$ cat config.mk
export PLATFORM = sky130hd
export DESIGN_NAME = ev_timer_arbiter_flat
export DESIGN_NICKNAME = d
export VERILOG_FILES = /design/src/rtl/ev_timer_arbiter_if.sv /design/src/rtl/ev_timer_arbiter.sv /design/src/flat_wrapper.sv
export SDC_FILE = /design/constraint.sdc
export NUM_CORES = 1
export LEC_CHECK = 0
export BUFFER_PORTS_ARGS = -buffer_cell sky130_fd_sc_hd__buf_2
export CAP_MARGIN = 15
export CORE_ASPECT_RATIO = 2
export CORE_MARGIN = 2
export CORE_UTILIZATION = 50
export DETAILED_ROUTE_END_ITERATION = 10
export GPL_TIMING_DRIVEN = 0
export PLACE_DENSITY = 0.77
export SYNTH_ARGS = -nofsm -noshare
export SYNTH_HDL_FRONTEND = slang
export SYNTH_SLANG_ARGS = --single-unit
$ cat constraint.sdc
create_clock -name clk -period 9.64 [get_ports clk]
set_input_delay 1.928 -clock clk [delete_from_list [all_inputs] [get_ports clk]]
set_output_delay 1.928 -clock clk [all_outputs]
set_load 0.05 [all_outputs]
$ cat src/rtl/ev_timer_arbiter_if.sv
// Bundle of client, timestamper and result channels around ev_timer_arbiter.
// slave = arbiter view; master = the surrounding clients/timestamper/consumer.
interface ev_timer_arbiter_if #(
  parameter int N_CLI = 4,
  parameter int ID_W  = 3,
  parameter int TS_W  = 8
);
  localparam int CLI_W = $clog2(N_CLI);

  logic [N_CLI-1:0]      cli_start_valid;
  logic [N_CLI-1:0]      cli_start_ready;
  logic [ID_W-1:0]       cli_start_id;
  logic [N_CLI-1:0]      cli_end_valid;
  logic [N_CLI*ID_W-1:0] cli_end_id;
  logic [N_CLI-1:0]      cli_end_ready;
  logic                  ts_start_valid;
  logic                  ts_start_ready;
  logic [ID_W-1:0]       ts_start_id;
  logic                  ts_end_valid;
  logic                  ts_end_ready;
  logic [ID_W-1:0]       ts_end_id;
  logic                  ts_out_valid;
  logic                  ts_out_ready;
  logic [ID_W-1:0]       ts_out_id;
  logic [TS_W-1:0]       ts_out_delta;
  logic                  res_valid;
  logic                  res_ready;
  logic [CLI_W-1:0]      res_client;
  logic [ID_W-1:0]       res_id;
  logic [TS_W-1:0]       res_delta;
  logic                  end_err;
  logic                  pool_full;
  logic [ID_W:0]         alloc_cnt;

  modport slave (
    input  cli_start_valid, cli_end_valid, cli_end_id, ts_start_ready, ts_end_ready,
           ts_out_valid, ts_out_id, ts_out_delta, res_ready,
    output cli_start_ready, cli_start_id, cli_end_ready, ts_start_valid, ts_start_id,
           ts_end_valid, ts_end_id, ts_out_ready, res_valid, res_client, res_id,
           res_delta, end_err, pool_full, alloc_cnt
  );

  modport master (
    output cli_start_valid, cli_end_valid, cli_end_id, ts_start_ready, ts_end_ready,
           ts_out_valid, ts_out_id, ts_out_delta, res_ready,
    input  cli_start_ready, cli_start_id, cli_end_ready, ts_start_valid, ts_start_id,
           ts_end_valid, ts_end_id, ts_out_ready, res_valid, res_client, res_id,
           res_delta, end_err, pool_full, alloc_cnt
  );
endinterface

$ cat src/rtl/ev_timer_arbiter.sv
// Shares one event_timestamper between N_CLI clients: owns the ID pool,
// round-robins start/end requests, checks end ownership and routes results.
module ev_timer_arbiter #(
  parameter int N_CLI = 4,
  parameter int ID_W  = 3,
  parameter int TS_W  = 8
) (
  input logic               clk,
  input logic               rst,
  ev_timer_arbiter_if.slave bus
);
  localparam int CLI_W = $clog2(N_CLI);
  localparam int NID   = 2**ID_W;

  logic [NID-1:0]   free_mask;
  logic [CLI_W-1:0] owner [NID];
  logic [CLI_W-1:0] rr_start_ptr;
  logic [CLI_W-1:0] rr_end_ptr;
  logic [ID_W:0]    alloc_cnt;
  logic             end_err;

  logic [ID_W-1:0]  free_id;
  logic             pool_full;
  logic             s_found, e_found, e_legal;
  logic [CLI_W-1:0] s_win, e_win;
  logic [ID_W-1:0]  e_id;
  logic             start_hs, end_fwd_hs, end_drop, ret_hs;
  int unsigned      s_idx, e_idx;

  always_comb begin
    pool_full = (free_mask == '0);
    free_id   = '0;
    // Scan from the top so the last hit, the lowest free ID, wins.
    for (int unsigned i = 0; i < NID; i++)
      if (free_mask[NID-1-i]) free_id = ID_W'(NID-1-i);

    s_found = 1'b0;
    s_win   = '0;
    s_idx   = 0;
    e_found = 1'b0;
    e_win   = '0;
    e_idx   = 0;
    e_id    = '0;
    for (int unsigned i = 0; i < N_CLI; i++) begin
      s_idx = (32'(rr_start_ptr) + i) % N_CLI;
      if (!s_found && bus.cli_start_valid[s_idx]) begin
        s_found = 1'b1;
        s_win   = CLI_W'(s_idx);
      end
      e_idx = (32'(rr_end_ptr) + i) % N_CLI;
      if (!e_found && bus.cli_end_valid[e_idx]) begin
        e_found = 1'b1;
        e_win   = CLI_W'(e_idx);
        e_id    = bus.cli_end_id[e_idx*ID_W +: ID_W];
      end
    end
    e_legal = e_found && !free_mask[e_id] && (owner[e_id] == e_win);
  end

  always_comb begin
    bus.ts_start_valid  = s_found && !pool_full;
    bus.ts_start_id     = free_id;
    bus.cli_start_id    = free_id;
    bus.cli_start_ready = '0;
    if (s_found && !pool_full)
      bus.cli_start_ready[s_win] = bus.ts_start_ready;
    start_hs = bus.ts_start_valid && bus.ts_start_ready;

    // Illegal ends are acknowledged immediately and never reach the timestamper.
    bus.ts_end_valid  = e_legal;
    bus.ts_end_id     = e_id;
    bus.cli_end_ready = '0;
    if (e_found)
      bus.cli_end_ready[e_win] = e_legal ? bus.ts_end_ready : 1'b1;
    end_fwd_hs = e_legal && bus.ts_end_ready;
    end_drop   = e_found && !e_legal;

    bus.res_valid    = bus.ts_out_valid;
    bus.ts_out_ready = bus.res_ready;
    bus.res_id       = bus.ts_out_id;
    bus.res_delta    = bus.ts_out_delta;
    bus.res_client   = owner[bus.ts_out_id];
    ret_hs = bus.ts_out_valid && bus.res_ready;

    bus.end_err   = end_err;
    bus.pool_full = pool_full;
    bus.alloc_cnt = alloc_cnt;
  end

  always_ff @(posedge clk) begin
    if (rst) begin
      free_mask    <= '1;
      for (int unsigned i = 0; i < NID; i++) owner[i] <= '0;
      rr_start_ptr <= '0;
      rr_end_ptr   <= '0;
      alloc_cnt    <= '0;
      end_err      <= 1'b0;
    end else begin
      end_err <= end_drop;
      // Retired and allocated IDs always differ, so both updates can land together.
      if (ret_hs) free_mask[bus.ts_out_id] <= 1'b1;
      if (start_hs) begin
        free_mask[free_id] <= 1'b0;
        owner[free_id]     <= s_win;
        rr_start_ptr       <= CLI_W'((32'(s_win) + 1) % N_CLI);
      end
      if (end_fwd_hs || end_drop)
        rr_end_ptr <= CLI_W'((32'(e_win) + 1) % N_CLI);
      if (start_hs && !ret_hs)
        alloc_cnt <= alloc_cnt + 1'b1;
      else if (!start_hs && ret_hs)
        alloc_cnt <= alloc_cnt - 1'b1;

      assert (!(start_hs && !ret_hs && alloc_cnt == (ID_W+1)'(NID)));
      assert (!(ret_hs && !start_hs && alloc_cnt == '0));
    end
  end
endmodule
$ cat src/flat_wrapper.sv
// flat-port wrapper written by rule: the top's interface ports become plain ports
module ev_timer_arbiter_flat 
#(
  parameter int N_CLI = 4,
  parameter int ID_W  = 3,
  parameter int TS_W  = 8
)
  (clk, rst, bus_cli_start_valid, bus_cli_end_valid, bus_cli_end_id, bus_ts_start_ready, bus_ts_end_ready, bus_ts_out_valid, bus_ts_out_id, bus_ts_out_delta, bus_res_ready, bus_cli_start_ready, bus_cli_start_id, bus_cli_end_ready, bus_ts_start_valid, bus_ts_start_id, bus_ts_end_valid, bus_ts_end_id, bus_ts_out_ready, bus_res_valid, bus_res_client, bus_res_id, bus_res_delta, bus_end_err, bus_pool_full, bus_alloc_cnt);
  ev_timer_arbiter_if #(.N_CLI(N_CLI), .ID_W(ID_W), .TS_W(TS_W)) bus_i ();
  input logic clk;
  input logic rst;
  input wire logic [$bits(bus_i.cli_start_valid)-1:0] bus_cli_start_valid;
  input wire logic [$bits(bus_i.cli_end_valid)-1:0] bus_cli_end_valid;
  input wire logic [$bits(bus_i.cli_end_id)-1:0] bus_cli_end_id;
  input wire logic [$bits(bus_i.ts_start_ready)-1:0] bus_ts_start_ready;
  input wire logic [$bits(bus_i.ts_end_ready)-1:0] bus_ts_end_ready;
  input wire logic [$bits(bus_i.ts_out_valid)-1:0] bus_ts_out_valid;
  input wire logic [$bits(bus_i.ts_out_id)-1:0] bus_ts_out_id;
  input wire logic [$bits(bus_i.ts_out_delta)-1:0] bus_ts_out_delta;
  input wire logic [$bits(bus_i.res_ready)-1:0] bus_res_ready;
  output wire logic [$bits(bus_i.cli_start_ready)-1:0] bus_cli_start_ready;
  output wire logic [$bits(bus_i.cli_start_id)-1:0] bus_cli_start_id;
  output wire logic [$bits(bus_i.cli_end_ready)-1:0] bus_cli_end_ready;
  output wire logic [$bits(bus_i.ts_start_valid)-1:0] bus_ts_start_valid;
  output wire logic [$bits(bus_i.ts_start_id)-1:0] bus_ts_start_id;
  output wire logic [$bits(bus_i.ts_end_valid)-1:0] bus_ts_end_valid;
  output wire logic [$bits(bus_i.ts_end_id)-1:0] bus_ts_end_id;
  output wire logic [$bits(bus_i.ts_out_ready)-1:0] bus_ts_out_ready;
  output wire logic [$bits(bus_i.res_valid)-1:0] bus_res_valid;
  output wire logic [$bits(bus_i.res_client)-1:0] bus_res_client;
  output wire logic [$bits(bus_i.res_id)-1:0] bus_res_id;
  output wire logic [$bits(bus_i.res_delta)-1:0] bus_res_delta;
  output wire logic [$bits(bus_i.end_err)-1:0] bus_end_err;
  output wire logic [$bits(bus_i.pool_full)-1:0] bus_pool_full;
  output wire logic [$bits(bus_i.alloc_cnt)-1:0] bus_alloc_cnt;
  assign bus_i.cli_start_valid = bus_cli_start_valid;
  assign bus_i.cli_end_valid = bus_cli_end_valid;
  assign bus_i.cli_end_id = bus_cli_end_id;
  assign bus_i.ts_start_ready = bus_ts_start_ready;
  assign bus_i.ts_end_ready = bus_ts_end_ready;
  assign bus_i.ts_out_valid = bus_ts_out_valid;
  assign bus_i.ts_out_id = bus_ts_out_id;
  assign bus_i.ts_out_delta = bus_ts_out_delta;
  assign bus_i.res_ready = bus_res_ready;
  assign bus_cli_start_ready = bus_i.cli_start_ready;
  assign bus_cli_start_id = bus_i.cli_start_id;
  assign bus_cli_end_ready = bus_i.cli_end_ready;
  assign bus_ts_start_valid = bus_i.ts_start_valid;
  assign bus_ts_start_id = bus_i.ts_start_id;
  assign bus_ts_end_valid = bus_i.ts_end_valid;
  assign bus_ts_end_id = bus_i.ts_end_id;
  assign bus_ts_out_ready = bus_i.ts_out_ready;
  assign bus_res_valid = bus_i.res_valid;
  assign bus_res_client = bus_i.res_client;
  assign bus_res_id = bus_i.res_id;
  assign bus_res_delta = bus_i.res_delta;
  assign bus_end_err = bus_i.end_err;
  assign bus_pool_full = bus_i.pool_full;
  assign bus_alloc_cnt = bus_i.alloc_cnt;
  ev_timer_arbiter #(.N_CLI(N_CLI), .ID_W(ID_W), .TS_W(TS_W)) u_core (.clk(clk), .rst(rst), .bus(bus_i));
endmodule
==> metrics.md <==
| Metric | Value |
|---|---|
| Status | `finished, final reports clean` |
| Max-slew headroom at the worst pin | `31.6%` |
| Tmin final | `7.18 ns` |
| Standard-cell rows | `38` |
| Synth unique cells | `53` |
| Post-CTS sizing | `0` |
| Ys Warns | `0` |
| Endpoints failing hold | `0` |
| DRC | `0` |
| First drt pass iteration count | `4` |
| Sequential area share after synthesis | `28.9%` |
| Worst Path Max Fanout | `10` |
| Antenna Nets Post-Route | `0` |
| Final nets | `438` |
| Clock Latency Late Sink | `0.29 ns` |
| DR iter-0 viols | `98` |
| Clock root cell | `clkbuf_8` |
| Area Overhead vs Synth | `18.8%` |
| Hpwl dp | `5840 um` |
| Initial core utilization | `52.0%` |
| Synthesized instance count | `317` |
| Die width | `57.3 um` |
| Die height | `111 um` |
| Seq cells post-synth | `33` |
| # port buffers | `65` |
| WP data arrival | `5.25 ns` |
| Worst hold margin | `0.490 ns` |
| Maximum vdd drop | `0.170 mV` |
| Antenna diodes | `0` |
| CP Launch Type | `input port` |
| Crit Path Class | `in2out` |
| Core Region | `0.00547 mm2` |
| Total global routing track utilization | `22.9%` |
| Global-route wire length before repair | `11300 um` |
| Final Cycle Share | `74.5%` |
| Vias | `2656` |
| Routability-driven placement congestion ratio | `0.955` |
| Post-route setup TNS | `0 ns` |
| Fmax | `0.139 GHz` |
| Final Max Slew Viols | `0` |
| Largest net degree at the start of global routing | `12` |
| Hold crit path type | `reg2reg` |
| H-tree depth | `2` |
| Die area | `0.00634 mm2` |
| Number of synthesized flops with an enable pin | `16` |
| Hold Buf Count CTS | `0` |
| Reg clk slew, reported paths | `0.07 ns` |
| # IOs | `77` |
| RSZ-0062 raised after global routing | `no` |
| Most frequent cells in the layout | `69 x buf_2, 51 x nor2_1, 24 x mux2i_1` |
| Power per cell area | `236 mW/mm2` |
| Routed WL | `7100 um` |
| Post-synth ARST share | `0%` |
| Num Clock Sinks | `33` |
| Layout cells sized above 1 | `30.5%` |
| Mapped Area | `0.00284 mm2` |
| CTS buffer count | `5` |
| Drt wl/cell | `15.8 um` |
| CTS tree | `yes` |
| Worst EP required | `7.71 ns` |
| Worst Tran Pin Value | `1.03 ns` |
| Avg Cell Area, Syn | `8.96 um2` |
| Max-cap violations | `0` |
| Mapped Nets | `366` |
| Commonest non-fill, non-tap cell in the layout | `buf_2` |
| Grt ovf | `0` |
| Worst Skew | `0.00912 ns` |
| Post-synth top flop | `dfxtp_1` |
| Setup crit end kind | `output pin` |
| # setup viols final | `0` |
| Via/cell ratio | `5.90` |
| Lkg Pwr | `1.51 nW` |
| Clock buffer depth | `2` |
| Setup bufs post-CTS | `0` |
| Initial antenna violation count | `0` |
| Vias in the first global route | `2588` |
==> layer usage <==
layer / part of all wire [%] / vias to the layer above / GRT usage (%)
met3: 5.0 / 36 / 2.46
met4: 6.4 / 0 / 18.0
li1: - / 1271 / -
met2: 55 / 119 / 43.1
met5: 0 / - / 0
met1: 33 / 1230 / 20.4
==> kinds of logic (layout without fill, tap and decap cells) <==
| family | count (synthesis) | in the layout | synth area share [%] |
|---|---|---|---|
| flops | 33 | 33 | 28.9 |
| fa+ha+maj | 12 | 12 | 5.55 |
| mux | 44 | 44 | 18.9 |
| xor+xnor | 5 | 5 | 1.54 |
| buf+inv | 47 | 120 | 9.56 |
| compound gates | 55 | 55 | 14.7 |
| simple gates | 121 | 121 | 20.9 |
==> power by group <==
part / internal, W / switching, W / total, W
clock: 0.000103 / 0.0000506 / 0.000153
sequential: 0.000161 / 0.0000113 / 0.000172
combinational: 0.000174 / 0.000297 / 0.000471
==> layout make-up <==
cell class / count / area, um2
buffer: 36 / 230
clock buffer: 5 / 68.8
clock inverter: 3 / 65.1
fill: 480 / 2090
inverter: 11 / 41.3
multi-input combinational: 237 / 1750
sequential: 33 / 821
tap: 60 / 75.1
timing repair buffer: 65 / 325
==> flip-flops by register name, summed over array words and instances (netlist names) <==
register / count
u_core.rr_end_ptr: 2
u_core.free_mask: 8
u_core.bus.alloc_cnt: 4
u_core.rr_start_ptr: 2
u_core.bus.end_err: 1
u_core.owner: 16
==> stage by stage <==
step           utilization [%]  power, W  area [um2]  instances  setup slack (ns)
3_5_place_dp              59.3  0.000645        3240        442              2.50
2_1_floorplan                -  0.000552        2840        317              2.89
5_1_grt                   61.7  0.000836        3380        450              2.30
4_1_cts                   61.7  0.000798        3380        450              2.50
6_report                  61.7  0.000796        3380        450              2.46
3_3_place_gp              59.3  0.000637        3240        442              2.53
==> cell usage after synthesis (all sizes together) (2+ instances only) <==
library cell	instances	area, um2
nor2	51	191
buf	25	189
mux2i	24	240
nand2	21	78.8
dfxtp	17	340
edfxtp	16	480
mux2	14	161
nand2b	14	87.6
a21oi	12	60.1
clkbuf	11	41.3
ha	11	138
inv	11	41.3
o31a	9	78.8
mux4	6	135
nor3	6	30.0
o21ai	6	30.0
a221oi	5	50.0
and2	5	31.3
and3	4	25.0
nor4b	4	41.3
o22ai	4	25.0
xnor2	4	35.0
nor3b	3	22.5
nor4	3	18.8
o211ai	3	22.5
o21a	3	30.0
or3	3	18.8
a211oi	2	15.0
nand3	2	10.0
o32ai	2	17.5
==> critical path, cell delays in order <==
cell and delay [ns]:
buf_2 0.10, buf_2 0.17, nor4b_2 0.18, a311oi_1 0.51
o21ai_0 0.20, a221oi_2 0.34, buf_4 0.27, mux2i_1 0.22
mux2i_1 0.09, mux2i_1 0.25, xnor2_1 0.17, o2111ai_2 0.19
o21a_4 0.26, and2_1 0.16, buf_2 0.20
==> final timing paths <==
path                                                           start                                    to  slack, ns  depth (start not counted)
worst min register to register  u_core.bus.alloc_cnt[3]$_SDFFE_PP0P_  u_core.bus.alloc_cnt[3]$_SDFFE_PP0P_       0.49                          2
worst max register to register     u_core.rr_end_ptr[1]$_SDFFE_PP0P_     u_core.rr_end_ptr[0]$_SDFFE_PP0P_       6.19                         13
worst min-delay path            u_core.bus.alloc_cnt[3]$_SDFFE_PP0P_  u_core.bus.alloc_cnt[3]$_SDFFE_PP0P_       0.49                          2
worst max-delay path                            bus_cli_end_valid[2]                  bus_cli_end_ready[2]       2.46                         15
Power figures use the tool's default switching activity.
